File: src/rtl/data_bus_arbiter_if.sv
//------------------------------------------------------------------------------
// data_bus_arbiter_if
//   Bundle of every handshake/bus signal around data_bus_arbiter: two
//   requesting masters on one side, a single data-bus target on the other,
//   plus the grant/busy status outputs.
//
//   Access-type encoding (`MEM_ACCESS is the field width):
//     `MEM_ACCESS_R  read      `MEM_ACCESS_W  write      `MEM_ACCESS_X  fetch
//
//   Modports
//     slave  : the arbiter's view (it serves both masters and drives db_*)
//     master : the surroundings' view (masters + bus target + status monitor)
//
//   Signals (per master i in {0,1})
//     mi_req, mi_addr[31:0], mi_dataOut[31:0], mi_accessType, mi_io  -> arbiter
//     mi_ready, mi_err, mi_dataIn[31:0]                              <- arbiter
//     db_addr[31:0], db_dataOut[31:0], db_accessType, db_io          <- arbiter
//     db_ready, db_dataIn[31:0]                                      -> arbiter
//     grant[1:0], busy                                               <- arbiter
//
// Revision: 1.0 - initial release
//------------------------------------------------------------------------------
`default_nettype none

`ifndef DATA_BUS_ARBITER_DEFS
`define DATA_BUS_ARBITER_DEFS
`define MEM_ACCESS   [1:0]
`define MEM_ACCESS_R 2'b00
`define MEM_ACCESS_W 2'b01
`define MEM_ACCESS_X 2'b10
`endif

interface data_bus_arbiter_if;
  // master 0
  logic                m0_req;
  logic [31:0]         m0_addr;
  logic [31:0]         m0_dataOut;
  logic `MEM_ACCESS    m0_accessType;
  logic                m0_io;
  logic                m0_ready;
  logic                m0_err;
  logic [31:0]         m0_dataIn;
  // master 1
  logic                m1_req;
  logic [31:0]         m1_addr;
  logic [31:0]         m1_dataOut;
  logic `MEM_ACCESS    m1_accessType;
  logic                m1_io;
  logic                m1_ready;
  logic                m1_err;
  logic [31:0]         m1_dataIn;
  // data-bus target
  logic [31:0]         db_addr;
  logic [31:0]         db_dataOut;
  logic `MEM_ACCESS    db_accessType;
  logic                db_io;
  logic                db_ready;
  logic [31:0]         db_dataIn;
  // status
  logic [1:0]          grant;
  logic                busy;

  modport slave (
    input  m0_req, m0_addr, m0_dataOut, m0_accessType, m0_io,
    input  m1_req, m1_addr, m1_dataOut, m1_accessType, m1_io,
    input  db_ready, db_dataIn,
    output m0_ready, m0_err, m0_dataIn,
    output m1_ready, m1_err, m1_dataIn,
    output db_addr, db_dataOut, db_accessType, db_io,
    output grant, busy
  );

  modport master (
    output m0_req, m0_addr, m0_dataOut, m0_accessType, m0_io,
    output m1_req, m1_addr, m1_dataOut, m1_accessType, m1_io,
    output db_ready, db_dataIn,
    input  m0_ready, m0_err, m0_dataIn,
    input  m1_ready, m1_err, m1_dataIn,
    input  db_addr, db_dataOut, db_accessType, db_io,
    input  grant, busy
  );
endinterface

`default_nettype wire

File: src/rtl/data_bus_arbiter.sv
//------------------------------------------------------------------------------
// data_bus_arbiter
//   Two-master round-robin arbiter for a single data bus. A granted request is
//   latched onto db_*, held in ADDR until the target answers with db_ready
//   (or the wait counter times out), then one DATA cycle returns db_dataIn to
//   the owner together with a one-cycle m<i>_ready pulse.
//
//   Parameters
//     PRIO_RESET : master that wins the first contended arbitration after reset
//     TIMEOUT    : db_ready-low cycles tolerated in ADDR before abort (0 = off)
//
//   Ports
//     clk : clock, rising edge
//     res : asynchronous active-low reset
//     bus : data_bus_arbiter_if.slave (master requests, bus target, status)
//
// Revision: 1.0 - initial release
//------------------------------------------------------------------------------
`default_nettype none

module data_bus_arbiter #(
  parameter bit         PRIO_RESET = 1'b0,
  parameter logic [7:0] TIMEOUT    = 8'd255
) (
  input  logic               clk,
  input  logic               res,
  data_bus_arbiter_if.slave  bus
);

  typedef enum logic [1:0] {
    S_IDLE = 2'd0,
    S_ADDR = 2'd1,
    S_DATA = 2'd2
  } state_t;

  // Abort fires on the edge where the counter already holds TIMEOUT-1, so the
  // owner sees exactly TIMEOUT db_ready-low ADDR cycles before its err pulse.
  localparam logic [7:0] TO_LAST = TIMEOUT - 8'd1;

  state_t            state_q, state_d;
  logic              last_q,  last_d;    // master granted most recently
  logic              owner_q, owner_d;   // master owning the current transfer
  logic [7:0]        wait_q,  wait_d;
  logic [31:0]       addr_q,  addr_d;
  logic [31:0]       dout_q,  dout_d;
  logic `MEM_ACCESS  type_q,  type_d;
  logic              io_q,    io_d;
  logic [1:0]        rdy_q,   rdy_d;
  logic [1:0]        err_q,   err_d;
  logic [31:0]       din0_q,  din0_d;
  logic [31:0]       din1_q,  din1_d;

  logic [1:0]        req_vec;
  logic              winner;

  always_ff @(posedge clk or negedge res) begin
    if (!res) begin
      state_q <= S_IDLE;
      // Tracking "last granted" means the other master is favoured next, so
      // starting from ~PRIO_RESET hands the first tie to PRIO_RESET.
      last_q  <= ~PRIO_RESET;
      owner_q <= 1'b0;
      wait_q  <= 8'd0;
      addr_q  <= 32'd0;
      dout_q  <= 32'd0;
      type_q  <= `MEM_ACCESS_R;
      io_q    <= 1'b0;
      rdy_q   <= 2'b00;
      err_q   <= 2'b00;
      din0_q  <= 32'd0;
      din1_q  <= 32'd0;
    end else begin
      state_q <= state_d;
      last_q  <= last_d;
      owner_q <= owner_d;
      wait_q  <= wait_d;
      addr_q  <= addr_d;
      dout_q  <= dout_d;
      type_q  <= type_d;
      io_q    <= io_d;
      rdy_q   <= rdy_d;
      err_q   <= err_d;
      din0_q  <= din0_d;
      din1_q  <= din1_d;
    end
  end

  always_comb begin
    state_d = state_q;
    last_d  = last_q;
    owner_d = owner_q;
    wait_d  = wait_q;
    addr_d  = addr_q;
    dout_d  = dout_q;
    type_d  = type_q;
    io_d    = io_q;
    rdy_d   = 2'b00;
    err_d   = 2'b00;
    din0_d  = din0_q;
    din1_d  = din1_q;

    // A master still seeing its ready pulse is not re-arbitrated this cycle,
    // which is what keeps one master from being served twice back-to-back.
    req_vec = {bus.m1_req & ~rdy_q[1], bus.m0_req & ~rdy_q[0]};
    winner  = (&req_vec) ? ~last_q : req_vec[1];

    case (state_q)
      S_IDLE: begin
        if (|req_vec) begin
          state_d = S_ADDR;
          owner_d = winner;
          last_d  = winner;
          wait_d  = 8'd0;
          if (winner) begin
            addr_d = bus.m1_addr;
            dout_d = bus.m1_dataOut;
            type_d = bus.m1_accessType;
            io_d   = bus.m1_io;
          end else begin
            addr_d = bus.m0_addr;
            dout_d = bus.m0_dataOut;
            type_d = bus.m0_accessType;
            io_d   = bus.m0_io;
          end
        end
      end

      S_ADDR: begin
        // A target answering on the very last allowed cycle still wins.
        if (bus.db_ready) begin
          state_d = S_DATA;
        end else if ((TIMEOUT != 8'd0) && (wait_q == TO_LAST)) begin
          state_d = S_IDLE;
          err_d   = owner_q ? 2'b10 : 2'b01;
        end else begin
          wait_d  = wait_q + 8'd1;
        end
      end

      S_DATA: begin
        state_d = S_IDLE;
        rdy_d   = owner_q ? 2'b10 : 2'b01;
        if (owner_q) begin
          din1_d = bus.db_dataIn;
        end else begin
          din0_d = bus.db_dataIn;
        end
      end

      default: begin
        state_d = S_IDLE;
      end
    endcase
  end

  assign bus.m0_ready      = rdy_q[0];
  assign bus.m1_ready      = rdy_q[1];
  assign bus.m0_err        = err_q[0];
  assign bus.m1_err        = err_q[1];
  assign bus.m0_dataIn     = din0_q;
  assign bus.m1_dataIn     = din1_q;

  // Address/data keep their last value; type and io are only presented in ADDR.
  assign bus.db_addr       = addr_q;
  assign bus.db_dataOut    = dout_q;
  assign bus.db_accessType = (state_q == S_ADDR) ? type_q : `MEM_ACCESS_R;
  assign bus.db_io         = (state_q == S_ADDR) & io_q;

  assign bus.busy          = (state_q != S_IDLE);
  assign bus.grant         = (state_q == S_IDLE) ? 2'b00 :
                             (owner_q ? 2'b10 : 2'b01);

endmodule

`default_nettype wire

File: src/flat_wrapper.sv
// flat-port wrapper written by rule: the top's interface ports become plain ports
module data_bus_arbiter_flat 
#(
  parameter bit         PRIO_RESET = 1'b0,
  parameter logic [7:0] TIMEOUT    = 8'd255
)
  (clk, res, bus_m0_req, bus_m0_addr, bus_m0_dataOut, bus_m0_accessType, bus_m0_io, bus_m1_req, bus_m1_addr, bus_m1_dataOut, bus_m1_accessType, bus_m1_io, bus_db_ready, bus_db_dataIn, bus_m0_ready, bus_m0_err, bus_m0_dataIn, bus_m1_ready, bus_m1_err, bus_m1_dataIn, bus_db_addr, bus_db_dataOut, bus_db_accessType, bus_db_io, bus_grant, bus_busy);
  data_bus_arbiter_if bus_i ();
  input  logic clk;
  input  logic res;
  input wire logic [$bits(bus_i.m0_req)-1:0] bus_m0_req;
  input wire logic [$bits(bus_i.m0_addr)-1:0] bus_m0_addr;
  input wire logic [$bits(bus_i.m0_dataOut)-1:0] bus_m0_dataOut;
  input wire logic [$bits(bus_i.m0_accessType)-1:0] bus_m0_accessType;
  input wire logic [$bits(bus_i.m0_io)-1:0] bus_m0_io;
  input wire logic [$bits(bus_i.m1_req)-1:0] bus_m1_req;
  input wire logic [$bits(bus_i.m1_addr)-1:0] bus_m1_addr;
  input wire logic [$bits(bus_i.m1_dataOut)-1:0] bus_m1_dataOut;
  input wire logic [$bits(bus_i.m1_accessType)-1:0] bus_m1_accessType;
  input wire logic [$bits(bus_i.m1_io)-1:0] bus_m1_io;
  input wire logic [$bits(bus_i.db_ready)-1:0] bus_db_ready;
  input wire logic [$bits(bus_i.db_dataIn)-1:0] bus_db_dataIn;
  output wire logic [$bits(bus_i.m0_ready)-1:0] bus_m0_ready;
  output wire logic [$bits(bus_i.m0_err)-1:0] bus_m0_err;
  output wire logic [$bits(bus_i.m0_dataIn)-1:0] bus_m0_dataIn;
  output wire logic [$bits(bus_i.m1_ready)-1:0] bus_m1_ready;
  output wire logic [$bits(bus_i.m1_err)-1:0] bus_m1_err;
  output wire logic [$bits(bus_i.m1_dataIn)-1:0] bus_m1_dataIn;
  output wire logic [$bits(bus_i.db_addr)-1:0] bus_db_addr;
  output wire logic [$bits(bus_i.db_dataOut)-1:0] bus_db_dataOut;
  output wire logic [$bits(bus_i.db_accessType)-1:0] bus_db_accessType;
  output wire logic [$bits(bus_i.db_io)-1:0] bus_db_io;
  output wire logic [$bits(bus_i.grant)-1:0] bus_grant;
  output wire logic [$bits(bus_i.busy)-1:0] bus_busy;
  assign bus_i.m0_req = bus_m0_req;
  assign bus_i.m0_addr = bus_m0_addr;
  assign bus_i.m0_dataOut = bus_m0_dataOut;
  assign bus_i.m0_accessType = bus_m0_accessType;
  assign bus_i.m0_io = bus_m0_io;
  assign bus_i.m1_req = bus_m1_req;
  assign bus_i.m1_addr = bus_m1_addr;
  assign bus_i.m1_dataOut = bus_m1_dataOut;
  assign bus_i.m1_accessType = bus_m1_accessType;
  assign bus_i.m1_io = bus_m1_io;
  assign bus_i.db_ready = bus_db_ready;
  assign bus_i.db_dataIn = bus_db_dataIn;
  assign bus_m0_ready = bus_i.m0_ready;
  assign bus_m0_err = bus_i.m0_err;
  assign bus_m0_dataIn = bus_i.m0_dataIn;
  assign bus_m1_ready = bus_i.m1_ready;
  assign bus_m1_err = bus_i.m1_err;
  assign bus_m1_dataIn = bus_i.m1_dataIn;
  assign bus_db_addr = bus_i.db_addr;
  assign bus_db_dataOut = bus_i.db_dataOut;
  assign bus_db_accessType = bus_i.db_accessType;
  assign bus_db_io = bus_i.db_io;
  assign bus_grant = bus_i.grant;
  assign bus_busy = bus_i.busy;
  data_bus_arbiter #(.PRIO_RESET(PRIO_RESET), .TIMEOUT(TIMEOUT)) u_core (.clk(clk), .res(res), .bus(bus_i));
endmodule
File: config.mk
export PLATFORM = sky130hd
export DESIGN_NAME = data_bus_arbiter_flat
export DESIGN_NICKNAME = d
export VERILOG_FILES = /design/src/rtl/data_bus_arbiter_if.sv /design/src/rtl/data_bus_arbiter.sv /design/src/flat_wrapper.sv
export SDC_FILE = /design/constraint.sdc
export NUM_CORES = 1
export LEC_CHECK = 0
export ABC_CLOCK_PERIOD_IN_PS = 2500
export CAP_MARGIN = 15
export CORE_UTILIZATION = 35
export CTS_BUF_LIST = sky130_fd_sc_hd__clkbuf_16
export CTS_CLUSTER_DIAMETER = 50
export DETAILED_ROUTE_END_ITERATION = 16
export GPL_TIMING_DRIVEN = 0
export PLACE_DENSITY_LB_ADDON = 0.1
export SLEW_MARGIN = 20
export SYNTH_ARGS = -nofsm -noshare
export SYNTH_HDL_FRONTEND = slang
export SYNTH_SLANG_ARGS = --single-unit
File: constraint.sdc
create_clock -name clk -period 2.5 [get_ports clk]
set_clock_uncertainty 0.1 [all_clocks]
set_input_delay 0.5 -clock clk [delete_from_list [all_inputs] [get_ports clk]]
set_output_delay 0.5 -clock clk [all_outputs]
set_load 0.005 [all_outputs]
# Yosys cells after proc, flatten, opt, wreduce, memory -nomap -nowiden
# Index checks and enable logic that the tools add are counted.
dict set report totals {
  reg_bits 147
  inputBits 171
  out_inout_bits 138
}
dict set report classes {
  add_sub_neg 1
  n_eq_ne 7
  muxes 20
  n_bitwise 7
  n_reduce_logical 10
}
# cell count
set ops {}
lappend ops {{32-bit 2-to-1 mux} 2}
lappend ops {{8-bit 2-to-1 mux} 3}
lappend ops {{2-bit 2-to-1 mux} 11}
lappend ops {{8-bit one-hot mux with 2 select lines} 1}
lappend ops {{2-bit AND reduction} 5}
lappend ops {{8-bit by 1-bit adder with 8-bit output (second input constant)} 1}
lappend ops {{8-bit == test (second input constant)} 1}
lappend ops {{2-bit inequality test (second input constant)} 2}
lappend ops {{1-bit inverter} 4}
lappend ops {{2-bit one-hot mux with 2 select lines} 1}
lappend ops {{4-bit AND reduction} 1}
lappend ops {{2-bit nonzero test} 2}
lappend ops {{1-bit AND} 3}
lappend ops {{3-bit by 2-bit inequality test with 1-bit output (second input constant)} 1}
lappend ops {{2-bit by 1-bit == test with 1-bit output (second input constant)} 1}
lappend ops {{2-bit == test (second input constant)} 1}
lappend ops {{2-bit logical NOT} 1}
lappend ops {{1-bit 2-to-1 mux} 2}
lappend ops {{2-bit by 1-bit inequality test with 1-bit output (second input constant)} 1}
lappend ops {{2-bit OR reduction} 1}

# Depth between registers and ports, before layout
dict set report depth {
  depth_word 5
  ltp_mapped 7
}

# Least setup slack after synthesis
# Ideal clock, no wire load.
dict set report synth_timing {
  kind {input-to-reg}
  start {input bus_m0_req}
  end {register u_core.addr_q[0] (netlist: u_core.bus.db_addr[0])}
  setup_ns 0.134
  arrival_time_ns 1.482
  setup_slack_ns 0.784
  cell_stages 7
  path_cell_list {nor2b_1 -> a21bo_2 -> buf_4 -> buf_6 -> buf_6 -> mux2i_1 -> o21ai_0}
}
dict set report synth_via {
  elab_chain_cells 4
  elab_cells_between_ends 6
  classes_between {mux (2); bitwise (1); reduce/logical (3)}
}
# item line
set synth_lines {}
lappend synth_lines {{start, declared} flat_wrapper.sv:11} ;# input wire logic [$bits(bus_i.m0_req)-1:0] bus_m0_req;
lappend synth_lines {{1-bit AND (*)} data_bus_arbiter.sv:104} ;# req_vec = {bus.m1_req & ~rdy_q[1], bus.m0_req & ~rdy_q[0]};
lappend synth_lines {{2-bit AND reduction} data_bus_arbiter.sv:105} ;# winner = (&req_vec) ? ~last_q : req_vec[1];
lappend synth_lines {{1-bit 2-to-1 mux} data_bus_arbiter.sv:105}
lappend synth_lines {{32-bit 2-to-1 mux} data_bus_arbiter.sv:114} ;# if (winner) begin
lappend synth_lines {{end signal, assigned} data_bus_arbiter.sv:77} ;# addr_q <= addr_d;
lappend synth_lines {{end, declared} data_bus_arbiter.sv:44} ;# logic [31:0] addr_q, addr_d;
# Mark *: on every way between the ends. The rest lies on a longest branch, timed or not.
# A chain may end at the register's enable or synchronous reset.

# Worst setup path in the final report
dict set report layout_timing {
  start {register u_core.owner_q}
  end {output bus_grant[1]}
}
dict set report layout_via {
  elab_chain_cells 2
}
# item line
set layout_lines {}
lappend layout_lines {{start, declared} data_bus_arbiter.sv:42} ;# logic owner_q, owner_d;
lappend layout_lines {{start signal, assigned} data_bus_arbiter.sv:75} ;# owner_q <= owner_d;
lappend layout_lines {{2-bit 2-to-1 mux} data_bus_arbiter.sv:171} ;# (owner_q ? 2'b10 : 2'b01);
lappend layout_lines {{2-bit 2-to-1 mux} data_bus_arbiter.sv:170} ;# assign bus.grant = (state_q == S_IDLE) ? 2'b00 :
lappend layout_lines {{end, declared} flat_wrapper.sv:33} ;# output wire logic [$bits(bus_i.grant)-1:0] bus_grant;
# No other way between the ends.

==> impl_summary.txt <==
----------------------------------------------------
[CTS]
  Clock transition at path regs ... 60 ps
  Clk Latency, worst-skew pair ... 410 ps
  Clock tree from TritonCTS ... done
  CTS Root Cell ... clkbuf_16
  Number of buffers between clock root and the deepest sink ... 2
  H-Tree Depth ... 4
  Number of buffers inserted during clock tree synthesis ... 17
  Clk sinks ... 147

[Synth]
  Gate Count Post-Synth ... 588
  Fraction of synthesized cell area in xor and xnor cells ... 0
  Number of nets in the synthesized netlist ... 761
  Adder-cell area share of the yosys netlist ... 0.00395
  Combinational family with the most area after synthesis ... multiplexers
  Post-synthesis compound-gate area fraction ... 0.0791
  Synthesized cell area ... 0.00634 mm^2
  Flop and latch count out of synthesis ... 147
  Number of synthesized flops with an enable pin ... 0
  Post-synthesis cell type with the largest combined area ... dfrtp_1
  Share of synthesized cell area in and, or, nand and nor gates ... 0.139
  Area contributors post-synth ... dfrtp_1 58%, mux2i_1 11%, nand2_1 10%
  Fraction of synthesized cell area taken by the top area cell type ... 0.576
  Mean instance size in the synthesized netlist ... 10.8 um^2
  Async SR Flop Fraction ... 1.00
  Multiplexer fraction of the synthesized cell area ... 0.163
  Part of the Yosys area used for sequential elements ... 0.580
  Synth warnings ... 0
  Number of distinct library cells after synthesis ... 43
  Prevailing post-synth register cell ... dfrtp_1

[Die]
  Row count ... 48
  DIE AREA ... 0.0187 mm^2
  Core outline area ... 0.0175 mm^2
  Width of the die ... 137 um
  Die height ... 137 um
  Starting utilization of the core area ... 0.363
  Top-Level Pins ... 309

[Layout]
  Proportion of layout cells with a drive suffix above 1 ... 0.0804
  Filler cells ... 1,466
  Count of nets after finishing ... 1,093
  Design area ... 0.0103 mm^2
  Final cell count without fillers ... 1,158
  Number of antenna cells inserted ... 0
  Growth of design area from synthesis to finish ... 63.1%

[Placement]
  Final Wtd Congestion ... 0.794
  Pre-CTS setup slack ... -35.4 ps
  Number of I/O port buffers ... 307
  DP Wirelength ... 15.2 mm
  Placed Area ... 0.00973 mm^2
  Placed insts ... 1,121

[Routing]
  Residual DRC ... 0
  DR iter-0 viols ... 235
  DR vias ... 5,522
  Detailed Routing Iterations Pass 1 ... 4
  Detailed Route WL ... 19.7 mm
  Average detailed-routed wire length per instance ... 17.0 um
  Post-detailed-route via-to-cell ratio ... 4.77
  Routed Antenna Nets ... 0

[Setup path]
  Crit-path max FO ... 7
  Data arrival time at the worst-slack endpoint ... 1770 ps
  Worst setup path category ... reg2out
  Crit end category ... primary output
  Critical Path Start Type ... register
  Data required time of the critical path ... 1900 ps

[Global route]
  Grt ovf ... 0
  Number of antenna violations at the first check in global routing ... 0
  Maximum number of pins on one net before global-route repair ... 85
  First-pass GRT wire length ... 30.0 mm
  Number of global-route vias before repair ... 5,809
  Total track usage ... 0.215

[Power]
  Leakage power of the design ... 0.00471 uW
  Sequential share of power ... 0.354
  Internal power component ... 7900 uW
  Switching power total ... 3870 uW
  Power share of the clock group ... 0.209
  Share of total power consumed by net switching ... 0.329
  Post-layout total power ... 11,800 uW
  Power per Cell Area ... 1140 mW/mm^2
  Peak supply drop ... 0.534 mV
  Combinational group share of total power ... 0.437

[Timing]
  Setup violation total in the final timing report ... 0
  Unrepaired setup endpoints after global routing ... no
  Count of pins over their slew limit ... 0
  Share of the cycle needed by the critical path after routing ... 0.949
  Hold violation count in the final report ... 0
  Final Hold Slack ... 372 ps
  Post-route minimum period ... 2370 ps
  Measured slew at the worst slew-check pin ... 459 ps
  Achievable frequency ... 422 MHz
  Worst max-slew margin expressed relative to the limit ... 0.686
  Fin worst setup slack ... 128 ps

[Flow run]
  Maximum capacitance violations ... 0

[Worst hold path]
  Hold Crit Class ... reg2reg

[Outcome]
  Result of the run ... complete, no violations

----------------------------------------------------
-- placed cells by master (no fill, tap or decap), types with 6 or more instances in the layout --
master | Yosys | routed
and2_1 | 6 | 6
buf_2 | 13 | 13
buf_4 | 9 | 13
clkbuf_1 | 13 | 12
clkbuf_16 | 0 | 17
clkdlybuf4s50_1 | 0 | 305
dfrtp_1 | 146 | 146
inv_6 | 0 | 7
mux2_1 | 29 | 29
mux2i_1 | 67 | 67
nand2_1 | 171 | 171
nand3_1 | 12 | 12
o21ai_0 | 55 | 55
o21ai_1 | 15 | 15
-- stage by stage --
| step | utilization | setup TNS, ps |
|---|---|---|
| final | 0.592 | 0 |
| after CTS | 0.590 | 0 |
| after detailed placement | 0.557 | -461 |
| after floorplan | - | 0 |
| after global routing | 0.592 | 0 |
| after global placement | 0.555 | -732550 |
-- metal layers --
metal	global-route usage	vias to the layer above	share of wire
met5	0	-	0
met4	0.0667	0	0.016
met3	0.0696	16	0.066
met2	0.387	190	0.53
met1	0.238	2652	0.38
li1	-	2664	-
-- kinds of logic (layout without fill, tap and decap cells) --
logic type,after synthesis,count (layout)
AOI/OAI and AO/OA,88,88
and+or+nand+nor,211,212
muxes,99,99
buffers and inverters,41,385
DFF,147,147
adders and majority gates,2,2
-- power by group through the flow --
stage          sequential [uW]  combinational, uW  clock, uW
6_report                  4170               5150       2460
5_1_grt                   4310               5620       2650
4_1_cts                   4170               5210       2530
3_5_place_dp              4180               5170          0
3_3_place_gp              4120               5060          0
2_1_floorplan             4200               1830          0
-- Yosys cell counts (6+ instances only) --
cell type and n:
nand2_1 171, dfrtp_1 146, mux2i_1 67, o21ai_0 55, mux2_1 29, o21ai_1 15
buf_2 13, clkbuf_1 13, nand3_1 12, buf_4 9, and2_1 6
-- layout make-up --
type | instances | area, um^2 | share of cell area
Clock inverter | 15 | 145 | 0.0140
Tap cell | 225 | 282 | 0.0272
Sequential cell | 147 | 3680 | 0.356
Multi-Input combinational cell | 401 | 2450 | 0.237
Clock buffer | 17 | 425 | 0.0411
Timing Repair Buffer | 313 | 3140 | 0.304
Buffer | 37 | 205 | 0.0198
Inverter | 3 | 11.3 | 0.00109
-- sequential cells by signal (all words and copies together) (netlist names), 2 cells and up --
signal and cells:
u_core.type_q 2, u_core.bus.db_dataOut 32, u_core.bus.db_addr 32, u_core.bus.m0_dataIn 32, u_core.err_q 2, u_core.rdy_q 2, u_core.wait_q 8, u_core.bus.m1_dataIn 32
u_core.state_q 2
-- what timing repair did --
action	4_1_cts	5_1_grt
setup endpoints to repair	3	2
gates resized for setup	2	0
pin swaps	0	0
cloned	0	1
hold buffers	1	0
endpoints found under the hold margin	62	0
buffers inserted	1	3
-- worst max-delay path: stages (launching register included) --
cell and delay (ps):
dfrtp_1 320, clkbuf_1 340, nor2b_1 190, clkdlybuf4s50_1 510
-- worst paths after layout --
check / from / endpoint / slack [ps] / cells after the start
setup / recovery: u_core.owner_q / bus_grant[1] / 130 / 3
hold / removal: u_core.last_q / u_core.last_q / 370 / 2
max in group asynchronous: res / u_core.err_q[1] / 1010 / 3
setup reg to reg: u_core.state_q[1] / u_core.bus.db_dataOut[12] / 510 / 8
min in group asynchronous: res / u_core.bus.m0_dataIn[20] / 510 / 2
hold reg to reg: u_core.last_q / u_core.last_q / 370 / 2
Power figures use the tool's default switching activity.
